<file path="src/rtl/adder_pkg.sv">
// Shared definitions for the pipelined add/subtract unit.
//   stages()       : number of ripple segments (pipeline stages) for a width
//   seg_width_ok() : true when the segment width tiles the operand width exactly
//   MODE_ADD/SUB   : encodings of the 'sub' input
package adder_pkg;

   localparam logic MODE_ADD = 1'b0;
   localparam logic MODE_SUB = 1'b1;

   function automatic int stages(input int width, input int seg_width);
      return width / seg_width;
   endfunction

   function automatic bit seg_width_ok(input int width, input int seg_width);
      return (seg_width > 0) && (width >= seg_width) && ((width % seg_width) == 0);
   endfunction

endpackage

</file>
<file path="src/rtl/adder_segment.sv">
// Combinational SEG_WIDTH-bit ripple-carry adder segment.
//   a, b  : segment operands
//   cin   : carry into bit 0
//   sum   : segment sum
//   cout  : carry out of the top bit
module adder_segment #(
   parameter int SEG_WIDTH = 4
) (
   input  logic [SEG_WIDTH-1:0] a,
   input  logic [SEG_WIDTH-1:0] b,
   input  logic                 cin,
   output logic [SEG_WIDTH-1:0] sum,
   output logic                 cout
);

   logic [SEG_WIDTH:0] c;

   always_comb begin
      c    = '0;
      sum  = '0;
      c[0] = cin;
      for (int i = 0; i < SEG_WIDTH; i++) begin
         sum[i]   = a[i] ^ b[i] ^ c[i];
         c[i+1]   = (a[i] & b[i]) | (c[i] & (a[i] ^ b[i]));
      end
      cout = c[SEG_WIDTH];
   end

endmodule

</file>
<file path="src/rtl/pipelined_adder_nbit.sv">
// Pipelined add/subtract unit with valid/ready handshake and global stall.
// Each stage adds one SEG_WIDTH segment; the carry is registered between
// stages. Operand bits not yet consumed travel forward (skew) and settled
// result bits travel forward (deskew) so the whole result leaves together.
//   clk, rst_n            : clock, asynchronous active-low reset
//   in_valid/in_ready     : operand beat handshake
//   a, b, carry_in, sub   : operands; sub=1 computes a-b-carry_in
//   out_valid/out_ready   : result beat handshake
//   sum, carry_out        : result mod 2^WIDTH; carry_out=1 means no borrow in sub mode
//   overflow              : two's-complement overflow of the beat
module pipelined_adder_nbit
   import adder_pkg::*;
#(
   parameter int WIDTH     = 16,
   parameter int SEG_WIDTH = 4
) (
   input  logic             clk,
   input  logic             rst_n,
   input  logic             in_valid,
   output logic             in_ready,
   input  logic [WIDTH-1:0] a,
   input  logic [WIDTH-1:0] b,
   input  logic             carry_in,
   input  logic             sub,
   output logic             out_valid,
   input  logic             out_ready,
   output logic [WIDTH-1:0] sum,
   output logic             carry_out,
   output logic             overflow
);

   localparam int STAGES = stages(WIDTH, SEG_WIDTH);

   if (!seg_width_ok(WIDTH, SEG_WIDTH)) begin : g_bad_width
      $error("pipelined_adder_nbit: SEG_WIDTH must evenly divide WIDTH");
   end

   logic             adv;
   logic [WIDTH-1:0] b_eff;
   logic             cin_eff;

   // Whole pipe moves as one; a held output freezes every stage.
   always_comb begin
      adv     = !out_valid || out_ready;
      b_eff   = (sub == MODE_SUB) ? ~b : b;
      cin_eff = (sub == MODE_ADD) ? carry_in : !carry_in;
   end

   assign in_ready = adv;

   for (genvar k = 0; k < STAGES; k++) begin : g_stg
      localparam int LO = k * SEG_WIDTH;
      localparam int RW = LO + SEG_WIDTH;  // result bits settled after this stage

      logic [WIDTH-1:LO]     op_a;
      logic [WIDTH-1:LO]     op_b;
      logic                  c_in;
      logic                  v_in;
      logic [SEG_WIDTH-1:0]  seg_sum;
      logic                  seg_cout;
      logic [RW-1:0]         res_d;
      logic [RW-1:0]         res_q;
      logic                  carry_d;
      logic                  carry_q;
      logic                  valid_d;
      logic                  valid_q;

      if (k == 0) begin : g_first
         always_comb begin
            op_a = a;
            op_b = b_eff;
            c_in = cin_eff;
            v_in = in_valid;
         end
         always_comb begin
            res_d = seg_sum;
         end
      end else begin : g_next
         always_comb begin
            op_a = g_stg[k-1].g_fwd.a_q;
            op_b = g_stg[k-1].g_fwd.b_q;
            c_in = g_stg[k-1].carry_q;
            v_in = g_stg[k-1].valid_q;
         end
         always_comb begin
            res_d = {seg_sum, g_stg[k-1].res_q};
         end
      end

      adder_segment #(.SEG_WIDTH(SEG_WIDTH)) u_seg (
         .a    (op_a[LO +: SEG_WIDTH]),
         .b    (op_b[LO +: SEG_WIDTH]),
         .cin  (c_in),
         .sum  (seg_sum),
         .cout (seg_cout)
      );

      always_comb begin
         carry_d = seg_cout;
         valid_d = v_in;
      end

      always_ff @(posedge clk or negedge rst_n) begin
         if (!rst_n) begin
            res_q   <= '0;
            carry_q <= 1'b0;
            valid_q <= 1'b0;
         end else if (adv) begin
            res_q   <= res_d;
            carry_q <= carry_d;
            valid_q <= valid_d;
         end
      end

      if (k < STAGES - 1) begin : g_fwd
         // Operand bits above this segment, still waiting for their stage.
         logic [WIDTH-1:RW] a_d;
         logic [WIDTH-1:RW] a_q;
         logic [WIDTH-1:RW] b_d;
         logic [WIDTH-1:RW] b_q;

         always_comb begin
            a_d = op_a[WIDTH-1:RW];
            b_d = op_b[WIDTH-1:RW];
         end

         always_ff @(posedge clk or negedge rst_n) begin
            if (!rst_n) begin
               a_q <= '0;
               b_q <= '0;
            end else if (adv) begin
               a_q <= a_d;
               b_q <= b_d;
            end
         end
      end else begin : g_last
         // Sign bits of both operands are only present in the top segment.
         logic ovf_d;
         logic ovf_q;

         always_comb begin
            ovf_d = (op_a[WIDTH-1] == op_b[WIDTH-1]) &&
                    (seg_sum[SEG_WIDTH-1] != op_a[WIDTH-1]);
         end

         always_ff @(posedge clk or negedge rst_n) begin
            if (!rst_n) begin
               ovf_q <= 1'b0;
            end else if (adv) begin
               ovf_q <= ovf_d;
            end
         end
      end
   end

   assign out_valid = g_stg[STAGES-1].valid_q;
   assign sum       = g_stg[STAGES-1].res_q;
   assign carry_out = g_stg[STAGES-1].carry_q;
   assign overflow  = g_stg[STAGES-1].g_last.ovf_q;

endmodule

</file>
<file path="config.mk">
export PLATFORM = sky130hd
export DESIGN_NAME = pipelined_adder_nbit
export DESIGN_NICKNAME = d
export VERILOG_FILES = /design/src/rtl/adder_pkg.sv /design/src/rtl/adder_segment.sv /design/src/rtl/pipelined_adder_nbit.sv
export SDC_FILE = /design/constraint.sdc
export NUM_CORES = 1
export LEC_CHECK = 0
export ABC_CLOCK_PERIOD_IN_PS = 2750
export CAP_MARGIN = 20
export CELL_PAD_IN_SITES_DETAIL_PLACEMENT = 0
export CELL_PAD_IN_SITES_GLOBAL_PLACEMENT = 1
export CORE_MARGIN = 2
export CORE_UTILIZATION = 35
export DETAILED_ROUTE_END_ITERATION = 10
export PLACE_DENSITY_LB_ADDON = 0.1
export SLEW_MARGIN = 25
export SYNTH_ARGS = -nofsm -noshare
export SYNTH_HDL_FRONTEND = slang
export SYNTH_HIERARCHICAL = 1
export SYNTH_SLANG_ARGS = --single-unit
</file>
<file path="constraint.sdc">
create_clock -name clk -period 2.75 [get_ports clk]
set_clock_uncertainty 0.1 [all_clocks]
set_input_delay 0.275 -clock clk [delete_from_list [all_inputs] [get_ports clk]]
set_output_delay 0.275 -clock clk [all_outputs]
set_load 0.03 [all_outputs]
</file>
# After elaboration in Yosys (flattened, before gate mapping)
# Cells that the tools add are included.
# Widths: inputs -> output; s select.
# word_totals
out_inout_bits,20
ff_bits,97
inputBits,38
wordCells,108
# classes
eq_ne,2
reduce_logical,4
n_mux,2
bitwise_logic,81
# ops
operator,n
$and 1x1->1,32
$xor 1x1->1,32
$mux 16,1
$not 16->16,1
$or 1x1->1,16
$logic_not 1->1,2
$eq 1x1->1,1
$logic_and 1x1->1,1
$logic_or 1x1->1,1
$mux 1,1
$ne 1x1->1,1

# Longest topological paths before layout
# Gate-level depths: netlist (run 1).
# depth
depth_word,11
ltp_mapped,12

# Modules after synthesis
# Netlist (run 1), hierarchy kept.
# modules_own_cells
mod,cells_per_inst,seq_area_each_um2,instances,area_each_um2
pipelined_adder_nbit,228,2427.3,1,3852.4
adder_segment,14,0.0,4,117.6

# Worst setup path after synthesis (run 1)
# No wires, ideal clock.
# synth_path
path_kind,flip-flop to flip-flop
startpoint,reg g_stg[2].g_fwd.a_q[12] (netlist bit)
endpoint,"reg g_stg[3].g_last.ovf_q, in the netlist overflow"
arrival_time_ns,2.489
path_slack_ns,0.079
path_buffers,0
required_ns,2.568
setup_ns,0.082
period_less_slack_ns,2.671
stages_incl_launch_ff,11
path_cell_list,dfrtp_1 > fa_1 > inv_1 > fa_1 > inv_1 > fa_1 > inv_1 > fa_1 > inv_1 > or3b_2 > a31oi_1
# synth_between
elab_chain_cells,10
word_cells_on_any_way,11
# synth_rtl
element,line_no,source
"start, declared",pipelined_adder_nbit.sv:118,logic [WIDTH-1:RW] a_q;
"start signal, assigned",pipelined_adder_nbit.sv:129,a_q <= '0;
"start signal, assigned",pipelined_adder_nbit.sv:132,a_q <= a_d;
$xor 1x1->1,adder_segment.sv:24,c[i+1] = (a[i] & b[i]) | (c[i] & (a[i] ^ b[i]));
$and 1x1->1,adder_segment.sv:24,
$or 1x1->1 *,adder_segment.sv:24,
$and 1x1->1 *,adder_segment.sv:24,
$or 1x1->1 *,adder_segment.sv:24,
$and 1x1->1 *,adder_segment.sv:24,
$or 1x1->1 *,adder_segment.sv:24,
$xor 1x1->1 *,adder_segment.sv:23,sum[i] = a[i] ^ b[i] ^ c[i];
named net g_stg[3].seg_sum[3],pipelined_adder_nbit.sv:59,logic [SEG_WIDTH-1:0] seg_sum;
$ne 1x1->1 *,pipelined_adder_nbit.sv:143,(seg_sum[SEG_WIDTH-1] != op_a[WIDTH-1]);
$logic_and 1x1->1 *,pipelined_adder_nbit.sv:142,ovf_d = (op_a[WIDTH-1] == op_b[WIDTH-1]) &&
"end signal, assigned",pipelined_adder_nbit.sv:150,ovf_q <= ovf_d;
"end, declared",pipelined_adder_nbit.sv:139,logic ovf_q;
# Mark *: on every way through the listed nets, which the timed path passes. The rest lies on a longest branch.
# A chain may end at the register's enable or synchronous reset.

# Worst setup path in the final report (run 1)
# Same ends and word-level chain as after synthesis.

==> metrics, run 1 <==
clock latency on the worst-skew pair 0.34 ns; critical path class register to register; CP cell instances fa_2, inv_2, fa_2, inv_2, fa_2, inv_2, fa_1, inv_2, or3b_4, a31oi_1; max-slew violation count 0; CP max stage cell fa_1; Initial DRC Count 81; First-pass DRT Iterations 3; syn nets 338; status complete, no violations; Final Instance Area 5355 um^2; Tot Pwr 5.991 mW; filler-free cell count of the finished design 498; startpoint types register; worst min-delay path class register to register; synthesized cell area 4323 um^2; WL met1 3571 um; synthesized instance count 284; Max Clock Freq 0.3762 GHz; Max Buffers Root-to-Sink 2; Synth async-reset ratio 100.0%; Initial Util 35.99%; Worst R2R Start g_stg[2].g_fwd.a_q[12]; ANT nets after route 0; die area 13260 um^2; wire per inst 14.37 um; Post-synth top flop dfrtp_1; Total GRT Usage 12.39%; Sink Count 97; dpl ws -0.2779 ns; Netlist cell types 15; GRT overflow 0; TritonCTS clock tree done; family with the most delay on the worst path adder cells; leading area contributor after synthesis dfrtp_1; CTS buffer count 9; top cell type's share of synthesized area 56.15%; Die Wd 115.1 um; Comb pwr share 40.5%; worst hold slack 0.3570 ns; crit path buf inv count 4; largest cells by area after synthesis dfrtp_1 56%, mux2_2 20%, fa_1 7.4%; Worst Tran Pin Value 0.5706 ns; synth-to-layout area growth 23.88%; RSZ-0062 raised after global routing no; Sw Share 31.76%; final hold violation count 0; CTS Root Cell clkbuf_16; Worst path max stage delay 0.42 ns; vias post-DR 2241; Max Cap Viol 0; Worst Path Required 2.92 ns; Max H-tree Level 3; fin crit share 96.67%; clock transition at the registers of the reported paths 0.06 ns; chip height 115.1 um; Clock Power Share 19.0%; core area 12010 um^2; routed vias/inst 4.500; final worst setup slack 0.09155 ns; routability cong. 0.6776; WL met2 3063 um; WL met3 334 um; clock period minus worst slack 2.658 ns; port buffer count 57; power per cell area 1119 nW/um^2; initial antenna violation count 0; final WL 7158 um; Pleak 2.411 nW; cell total after placement 481; Post-synth top cells 97 x dfrtp_1, 78 x mux2_2, 40 x inv_1, 17 x mux2_4, 17 x xor2_1; Pint 4.088 mW; IO Pins 58; Worst setup EP type register; share of cells above drive strength 1 35.33%; most frequent cell after synthesis dfrtp_1; number of synthesized flops with an enable pin 0; register area share after synthesis 56.15%; CP startpoint g_stg[2].g_fwd.a_q[12]; largest net degree at the start of global routing 57; drc violations 0; synthesis-stage register bit count 97; YS warnings 6; Final setup violation count 0; vias in the first global route 2341; worst vdd ir 0.4637 mV; crit path DAT 2.83 ns; first-pass GRT wire length 12280 um; max_slew headroom 61.96%; synthesized area per cell 15.22 um^2; Top Metal Used met4; fillers 1116; Crit Path Max Fanout 2; row count 40; ant diodes 0; Total Nets Final 401; Psw 1.902 mW; Critical Path Most Common Cell inv_2; Placed Instance Area 5062 um^2; worst hold start g_stg[2].valid_q; sequential power share 40.5%; DP HPWL 4717 um
==> metrics by stage <==
step	setup TNS, ns	utilization [%]
floorplan	0	-
global placement	-0.2556	42.15
detailed placement	-0.4556	42.15
CTS	0	44.46
global route	0	44.58
finish	0	44.58
==> cell type report <==
type / count / area [um^2] / area share (%)
sequential: 97 / 2427 / 45.33
multi-input combinational: 134 / 1670 / 31.19
timing repair buffer: 65 / 665.6 / 12.43
clock buffer: 15 / 257.7 / 4.813
tap: 147 / 183.9 / 3.435
inverter: 40 / 150.1 / 2.804
==> worst register-to-register path: stages (launching register included) <==
cell and delay [ns]:
dfrtp_1 0.40, fa_2 0.38, inv_2 0.06, fa_2 0.18, inv_2 0.04, fa_2 0.34
inv_2 0.06, fa_1 0.42, inv_2 0.07, or3b_4 0.36, a31oi_1 0.16
==> placed cells by master (no fill, tap or decap) <==
cell type and instances:
dlygate4sd3_1 1, fa_1 13, nor3b_1 1, dfrtp_1 97, buf_12 3, a31oi_1 1
mux2_4 17, inv_2 4, clkbuf_16 9, fa_2 3, clkdlybuf4s50_1 55, mux2_2 78
inv_1 36, clkbuf_8 1, xor2_2 1, buf_4 6, or3b_4 1, nand3b_1 1
xor2_1 16, nand2b_4 1, clkbuf_1 5, nand2b_1 1
==> cells by family (layout without fill, tap and decap cells) <==
| family | count (synthesis) | in the layout | share of synthesized area (%) |
|---|---|---|---|
| and+or+nand+nor | 5 | 5 | 1.013 |
| AOI/OAI and AO/OA | 1 | 1 | 0.1448 |
| DFF | 97 | 97 | 56.15 |
| xor gates and xnor gates | 17 | 17 | 3.444 |
| adders and majority gates | 16 | 16 | 7.410 |
| buffers and inverters | 53 | 120 | 5.615 |
| muxes | 95 | 95 | 26.22 |
==> final timing paths <==
kind / end / slack (ns) / depth (start not counted)
worst max register to register: overflow / 0.09 / 10
min in group asynchronous: g_stg[0].g_fwd.a_q[5] / 0.38 / 2
worst max-delay path: overflow / 0.09 / 10
worst min-delay path: out_valid / 0.36 / 1
worst min register to register: out_valid / 0.36 / 1
max in group asynchronous: g_stg[0].res_q[0] / 1.46 / 3
==> power groups by stage <==
stage          clock [mW]  combinational [mW]  sequential [mW]
2_1_floorplan           0                1.46             2.65
3_3_place_gp            0                2.33             2.45
3_5_place_dp            0                2.38             2.46
4_1_cts              1.19                2.42             2.45
5_1_grt              1.26                2.68             2.53
6_report             1.14                2.42             2.43
==> per-layer routing <==
| layer | vias up | GRT usage [%] |
|---|---|---|
| li1 | 1044 | - |
| met1 | 1137 | 17.95 |
| met2 | 46 | 16.75 |
| met3 | 14 | 3.110 |
| met4 | 0 | 7.229 |
| met5 | - | 0 |
==> state kept, by name, summed over array words and instances (netlist names) <==
signal and count:
g_stg.g_fwd.b_q 24, out_valid 1, g_stg.valid_q 3, carry_out 1, overflow 1, g_stg.g_fwd.a_q 24, sum 16, g_stg.res_q 24
g_stg.carry_q 3
==> timing repair <==
| action | CTS | global route |
|---|---|---|
| resized for setup | 7 | 2 |
| hold endpoints to repair | 41 | 0 |
| setup buffers | 0 | 1 |
| pin swaps | 5 | 4 |
| setup endpoints to repair | 1 | 2 |
| hold buffers | 1 | 0 |
Note: power is estimated with default switching activity, not from simulation.
==> inputs of run 2 (changes only) <==
SLEW_MARGIN = 10   (was 25)
==> results of run 2 <==
Same layout as run 1: the final DEF is identical, and so are final timing and power.
